`config.mk`:
```
export PLATFORM = sky130hd
export DESIGN_NAME = irq_ctrl_16
export DESIGN_NICKNAME = d
export VERILOG_FILES = /design/src/rtl/irq_ctrl_16.sv
export SDC_FILE = /design/constraint.sdc
export NUM_CORES = 1
export LEC_CHECK = 0
export ABC_CLOCK_PERIOD_IN_PS = 4280
export BUFFER_PORTS_ARGS = -buffer_cell sky130_fd_sc_hd__buf_2
export CORE_ASPECT_RATIO = 0.6
export CORE_MARGIN = 5
export CORE_UTILIZATION = 52
export CTS_CLUSTER_SIZE = 28
export DETAILED_ROUTE_END_ITERATION = 10
export PLACE_DENSITY_LB_ADDON = 0.12
export SYNTH_ARGS = -nofsm -noshare
export SYNTH_HDL_FRONTEND = slang
export SYNTH_SLANG_ARGS = --single-unit
```
`constraint.sdc`:
```
create_clock -name clk -period 4.28 [get_ports clk]
set_clock_uncertainty 0.05 [all_clocks]
set_input_delay 0.214 -clock clk [delete_from_list [all_inputs] [get_ports clk]]
set_output_delay 0.214 -clock clk [all_outputs]
set_load 0.01 [all_outputs]
```
`src/rtl/irq_ctrl_16.sv`:
```
// irq_ctrl_16: sixteen-source interrupt controller.
// Rising edges on irq_in are captured into a pending register. Pending sources
// that are enabled in the mask compete through a round-robin arbiter, and the
// winner is presented to the core as irq/irq_vec until the core acknowledges.
//
// Handshake: irq acts as the valid signal and irq_ack as the ready signal.
// While irq=1, irq_vec is held stable. The request completes at the first
// rising clock edge where irq=1 and irq_ack=1 are both high. irq_ack has no
// effect while irq=0.
module irq_ctrl_16 (
   input  logic        clk,
   input  logic        rst_n,
   input  logic [15:0] irq_in,
   input  logic        mask_wr,
   input  logic [15:0] mask_din,
   input  logic        irq_ack,
   output logic        irq,
   output logic [3:0]  irq_vec,
   output logic [15:0] pending,
   output logic [15:0] mask
);

   typedef enum logic {IDLE = 1'b0, REQ = 1'b1} state_t;

   state_t      state_q, state_d;
   logic [15:0] irq_q;
   logic [15:0] pending_q, pending_d;
   logic [15:0] mask_q, mask_d;
   logic [3:0]  ptr_q, ptr_d;
   logic        req_q, req_d;
   logic [3:0]  vec_q, vec_d;

   logic [15:0] edges;
   logic [15:0] eligible;
   logic        sel_found;
   logic [3:0]  sel_idx;
   logic [3:0]  cand;

   assign edges    = irq_in & ~irq_q;
   assign eligible = pending_q & mask_q;

   // Round-robin pick: first eligible source at or above ptr, wrapping 15 -> 0.
   always_comb begin
      sel_found = 1'b0;
      sel_idx   = 4'h0;
      cand      = 4'h0;
      for (int i = 0; i < 16; i++) begin
         cand = ptr_q + 4'(i);
         if (!sel_found && eligible[cand]) begin
            sel_found = 1'b1;
            sel_idx   = cand;
         end
      end
   end

   // Next-state logic: mask load, pending update, and request/ack sequencing.
   always_comb begin
      state_d   = state_q;
      mask_d    = mask_wr ? mask_din : mask_q;
      pending_d = pending_q;
      ptr_d     = ptr_q;
      req_d     = req_q;
      vec_d     = vec_q;
      case (state_q)
         IDLE: begin
            if (sel_found) begin
               vec_d   = sel_idx;
               req_d   = 1'b1;
               state_d = REQ;
            end
         end
         REQ: begin
            if (irq_ack) begin
               pending_d[vec_q] = 1'b0;
               ptr_d            = vec_q + 4'h1;
               req_d            = 1'b0;
               state_d          = IDLE;
            end
         end
         default: state_d = IDLE;
      endcase
      // A fresh edge takes priority over the ack clear on the same source.
      pending_d = pending_d | edges;
   end

   // State registers. Reset clears every captured event immediately.
   always_ff @(posedge clk or negedge rst_n) begin
      if (!rst_n) begin
         state_q   <= IDLE;
         irq_q     <= 16'h0000;
         pending_q <= 16'h0000;
         mask_q    <= 16'h0000;
         ptr_q     <= 4'h0;
         req_q     <= 1'b0;
         vec_q     <= 4'h0;
      end else begin
         state_q   <= state_d;
         irq_q     <= irq_in;
         pending_q <= pending_d;
         mask_q    <= mask_d;
         ptr_q     <= ptr_d;
         req_q     <= req_d;
         vec_q     <= vec_d;
      end
   end

   assign irq     = req_q;
   assign irq_vec = vec_q;
   assign pending = pending_q;
   assign mask    = mask_q;

endmodule

```
### After elaboration in Yosys (flattened, before gate mapping)

Cells that the tools add are included.

| storage, ports and cells | value |
|---|---|
| register bits | 58 |
| input port bits | 36 |
| output and inout port bits | 37 |
| logic and storage cells | 158 |

| cells by class | value |
|---|---|
| $add $sub $neg | 16 |
| magnitude comparators | 18 |
| equal/unequal tests | 2 |
| mux-type cells | 74 |
| bitwise gates (word level) | 7 |
| reductions and logical operators | 34 |

Operator list:

| kind | count |
|---|---|
| less-than comparator 4 x 5 -> 1 bit, second input constant | 17 |
| binary-select mux 1 bit (select 4 bit) | 16 |
| two-way mux 4 bit | 16 |
| AND 16 bit | 3 |
| two-way mux 1 bit | 37 |
| adder 4 bit, second input constant | 8 |
| two-way mux 16 bit | 2 |
| inverter 16 bit | 2 |
| adder 4 x 3 -> 4 bit, second input constant | 4 |
| logical AND 1 bit | 16 |
| bitwise OR 16 bit | 1 |
| zero test 1 bit | 15 |
| adder 4 x 1 -> 4 bit, second input constant | 2 |
| adder 4 x 2 -> 4 bit, second input constant | 2 |
| AND reduction 2 bit | 3 |
| demux 1 bit (select 4 bit) | 1 |
| greater-or-equal comparator 4 x 1 -> 1 bit, second input constant | 1 |
| != test 2 bit, second input constant | 2 |
| one-hot mux 1 bit (2 select lines) | 2 |
| inverter 1 bit | 1 |

### Logic depth before layout (Yosys ltp)

| logic depth | value |
|---|---|
| word-level depth | 51 |
| gate-level depth with buffers | 19 |
| mapped depth without buffers | 11 |

### Least setup slack after synthesis

Ideal clock, no wire load.

| timing | value |
|---|---|
| path type | reg-to-reg |
| start | register ptr_q[0] |
| end | register vec_q[2], in the netlist irq_vec[2] |
| setup time | 134 ps |
| arrival time | 4103 ps |
| required time | 4096 ps |
| slack | -8 ps |
| stages on the path, launching flop included | 17 |
| path buffers | 6 |
| clock period less this slack | 4288 ps |
| cell sequence | dfrtp_1 -> buf_6 -> buf_8 -> buf_12 -> buf_12 -> buf_12 -> buf_4 -> inv_1 -> ha_1 -> xor2_2 -> mux4_2 -> mux2_4 -> nor4b_4 -> nand3_2 -> or4_4 -> a41oi_2 -> a32oi_1 |

| between the ends | value |
|---|---|
| longest elaborated chain between the ends | 49 |
| elaborated cells on any way between the ends | 110 |
| those cells by class | 15 x add/sub; 64 x mux; 31 x reduce/logical |

RTL lines:

| element | line | source |
|---|---|---|
| start, declared | 29 | `logic [3:0] ptr_q, ptr_d;` |
| start signal, assigned | 101 | `ptr_q <= ptr_d;` |
| parallel branches: the longest is 49 deep, another holds adder 4 x 1 -> 4 bit | - |  |
| end signal, assigned | 103 | `vec_q <= vec_d;` |
| end, declared | 31 | `logic [3:0] vec_q, vec_d;` |

Parallel ways; which one is timed is not known. The select of a mux whose other input is x is not followed.
A chain may end at the register's enable or synchronous reset.

### Worst setup path after layout

Ends and elaborated chain as after synthesis.

==> flow_metrics.py <==
metrics = {
    "job": {
        "cap_violations": 0,
    },
    "global_routing": {
        "grt_first_pass_wirelength_mm": 26.2,
        "globalRouteOverflowTotal": 0,
        "globalRouteMet2Util": 0.417,
        "gr-max-usage-layer": "met1",
        "gr-usage-met1": 0.434,
        "globalRouteTotalUtil": 0.302,
        "antenna_found_initial": 0,
        "number_of_global_route_vias_before_repair": 4613,
        "grt_max_degree": 59,
        "grtUsageMet3": 0.130,
    },
    "synthesis": {
        "ys_dominant_reg_cell": "dfrtp_1",
        "synth-edff-count": 0,
        "synth_area_leaders": "dfrtp_1, mux4_2, mux2_2",
        "area_of_the_mapped_netlist_sq_um": 4680,
        "synth-async-reset-ratio": 1.00,
        "synthesized_nets": 539,
        "synth.avg_cell_area_sq_um": 9.51,
        "syn-instance-count": 492,
        "synth_top_area_share": 0.310,
        "register_bit_count_reported_by_yosys": 58,
        "ys_seq_area_frac": 0.310,
        "yosysTopAreaCell": "dfrtp_1",
        "count_of_unique_library_cells_instantiated_by_yosys": 76,
        "yosysWarningCount": 0,
    },
    "setup_path": {
        "worstSetupEndpoint": "irq_vec[2]",
        "worst-r2r-cell-count": 11,
        "setup.reg_to_reg.worst_slack_ps": 310,
        "worstSetupStartpointType": "register",
        "timing.rr.start": "ptr_q[0]",
        "critPathRequiredTime_ps": 4430,
        "crit_type": "register to register",
        "setup.worst_path.start": "ptr_q[0]",
        "worst-path-max-fanout": 50,
        "timing.critical_path.to_type": "register",
        "worst_r2r_endpoint": "irq_vec[2]",
        "cp_data_arrival_time_ps": 4120,
    },
    "detailed_routing": {
        "detail-route-antenna-nets": 0,
        "routed_wire_length_mm": 16.7,
        "routed_via_density": 6.68,
        "remaining_drc_errors": 0,
        "vias": 4733,
        "wl_per_cell_um": 23.6,
        "initialDrtViolationCount": 476,
        "drt_pre_antenna_iters": 5,
    },
    "sta": {
        "setup_viol_count_final": 0,
        "finalCriticalPeriod_ps": 3970,
        "grt_setup_unrepaired": "false",
        "hold_viol": 0,
        "timing.max_slew.rel_slack": 0.504,
        "holdWs_ps": 60.5,
        "achievable-frequency_ghz": 0.252,
        "post-route-period-util": 0.927,
        "finalMaxSlewViolations": 0,
        "fin_tns_setup_ps": 0,
        "tightest_slew_ps": 742,
    },
    "finish": {
        "final_util": 0.659,
        "drive_gt1_frac": 0.298,
        "areaGrowthSynthToFinish_pct": 21.9,
        "final_nets": 639,
        "n_antenna_cell": 0,
        "final_design_area_no_fill_sq_um": 5700,
    },
    "placed_design": {
        "hpwlAfterDp_mm": 12.7,
        "place_area_sq_um": 5200,
        "port_buf_inserts": 72,
        "place_congestion": 1.04,
    },
    "clock_network": {
        "htreeDepth": 3,
        "ctsLongestPathBuffers": 2,
        "cts.sinks": 58,
        "cts.reportedPaths.clkPinSlew_ps": 60,
        "worstSkewPairLatency_ps": 340,
        "cts_repair_resize_count": 0,
        "cts-root-buf": "clkbuf_16",
        "cts_tree": "built",
        "cts_buffers": 9,
    },
    "floorplan": {
        "core_sq_um": 8650,
        "rows": 26,
        "floorplan.io_pins": 73,
        "chipWidth_um": 132,
        "chipHeight_um": 83.5,
        "die_area_sq_um": 11100,
        "initial_core_util": 0.541,
    },
    "run_status": {
        "outcome": "completed",
    },
    "worst_hold_path": {
        "min-delay-path-class": "input pin to register",
    },
}
-- worst max-delay path, cell delays in order, from the launching register on --
cell and delay, ps:
dfrtp_2 390, buf_4 450, buf_4 340, nand3b_1 170
nand2_1 110, mux4_2 490, a211o_1 360, a211oi_4 460
nand3_2 140, or4_4 540, a41oi_2 190, a32oi_1 120
-- timing repair --
action | CTS | global route
endpoints found under the setup margin | 0 | 0
buffers inserted | 0 | 0
hold endpoints to repair | 50 | 0
hold buffers | 17 | 0
-- area by class of cell --
| type | instances | area [sq um] |
|---|---|---|
| Clock inverter | 7 | 101 |
| Inverter | 28 | 105 |
| Fill cell | 666 | 2950 |
| Timing Repair Buffer | 114 | 718 |
| Multi-Input combinational cell | 381 | 2960 |
| Tap cell | 112 | 140 |
| Sequential cell | 58 | 1450 |
| Clock buffer | 9 | 225 |
-- Yosys cell counts, types with 3 or more instances --
library cell and n:
xnor2_1 5, nor2b_1 3, o211ai_1 5, o22ai_1 5, buf_2 5, ha_1 11
or2_2 4, a41oi_2 3, nor4_1 3, xor2_1 5, clkbuf_1 11, nand3b_1 3
and3_1 4, and2_1 7, mux2_2 27, or3_1 3, a21o_1 3, o2111ai_1 17
a21oi_1 17, dfrtp_1 58, a21boi_0 3, o21ai_0 54, nor3_1 9, xnor2_2 3
mux4_2 16, inv_1 27, nand4_1 5, nand2_1 55, nor2_1 17, buf_12 3
mux2i_1 13, o31ai_1 3, a31oi_1 3, a211o_1 3, o221ai_1 4, a32oi_1 5
nand4b_1 4, and4_1 6, nand3_1 15
-- routing by layer --
layer | up-vias | routed length, um
li1 | 2081 | -
met1 | 2304 | 7270
met2 | 321 | 6910
met3 | 27 | 2290
met4 | 0 | 231
met5 | - | 0
-- registers in the layout, indices dropped and copies added (netlist names) --
name,flops
mask,16
irq_vec,4
irq,1
ptr_q,4
state_q,1
pending,16
irq_q,16
-- cells in the final DEF (no fill, tap or decap), types with 7 or more instances in the layout --
cell | synthesis | layout
mux2_2 | 27 | 27
nand3_1 | 15 | 15
nor3_1 | 9 | 9
nor2_1 | 17 | 17
clkbuf_16 | 0 | 9
dfrtp_1 | 58 | 57
buf_4 | 2 | 25
dlygate4sd3_1 | 0 | 17
and2_1 | 7 | 7
ha_1 | 11 | 11
o21ai_0 | 54 | 54
o2111ai_1 | 17 | 17
mux4_2 | 16 | 16
nand2_1 | 55 | 55
a21oi_1 | 17 | 17
buf_2 | 5 | 72
inv_1 | 27 | 27
mux2i_1 | 13 | 13
-- worst min-delay path by stage --
stage	startpoint	to	slack, ps	cells after the start
6_report	mask_din[8]	mask[8]	60	2
5_1_grt	mask_din[4]	mask[4]	60	2
3_3_place_gp	irq_in[10]	irq_q[10]	290	1
3_5_place_dp	irq_in[1]	irq_q[1]	290	1
2_1_floorplan	rst_n	irq	-130	0
4_1_cts	mask_din[6]	mask[6]	50	2
-- through the flow --
stage	setup slack, ps	std cells
6_report	313	709
3_5_place_dp	393	676
4_1_cts	373	709
3_3_place_gp	409	676
5_1_grt	89.6	709
2_1_floorplan	39.9	492
-- cells by family (layout without fill, tap and decap cells) --
kind of cell	after synthesis	count (layout)	synth area share
compound gates	149	149	0.223
simple gates	149	149	0.169
mux	58	58	0.176
flops	58	58	0.310
buf+inv	53	158	0.0599
xor+xnor	14	14	0.0326
fa+ha+maj	11	11	0.0294
Power is not shown: default switching activity piles up to over one toggle a cycle in this logic, so the estimate is an artifact.
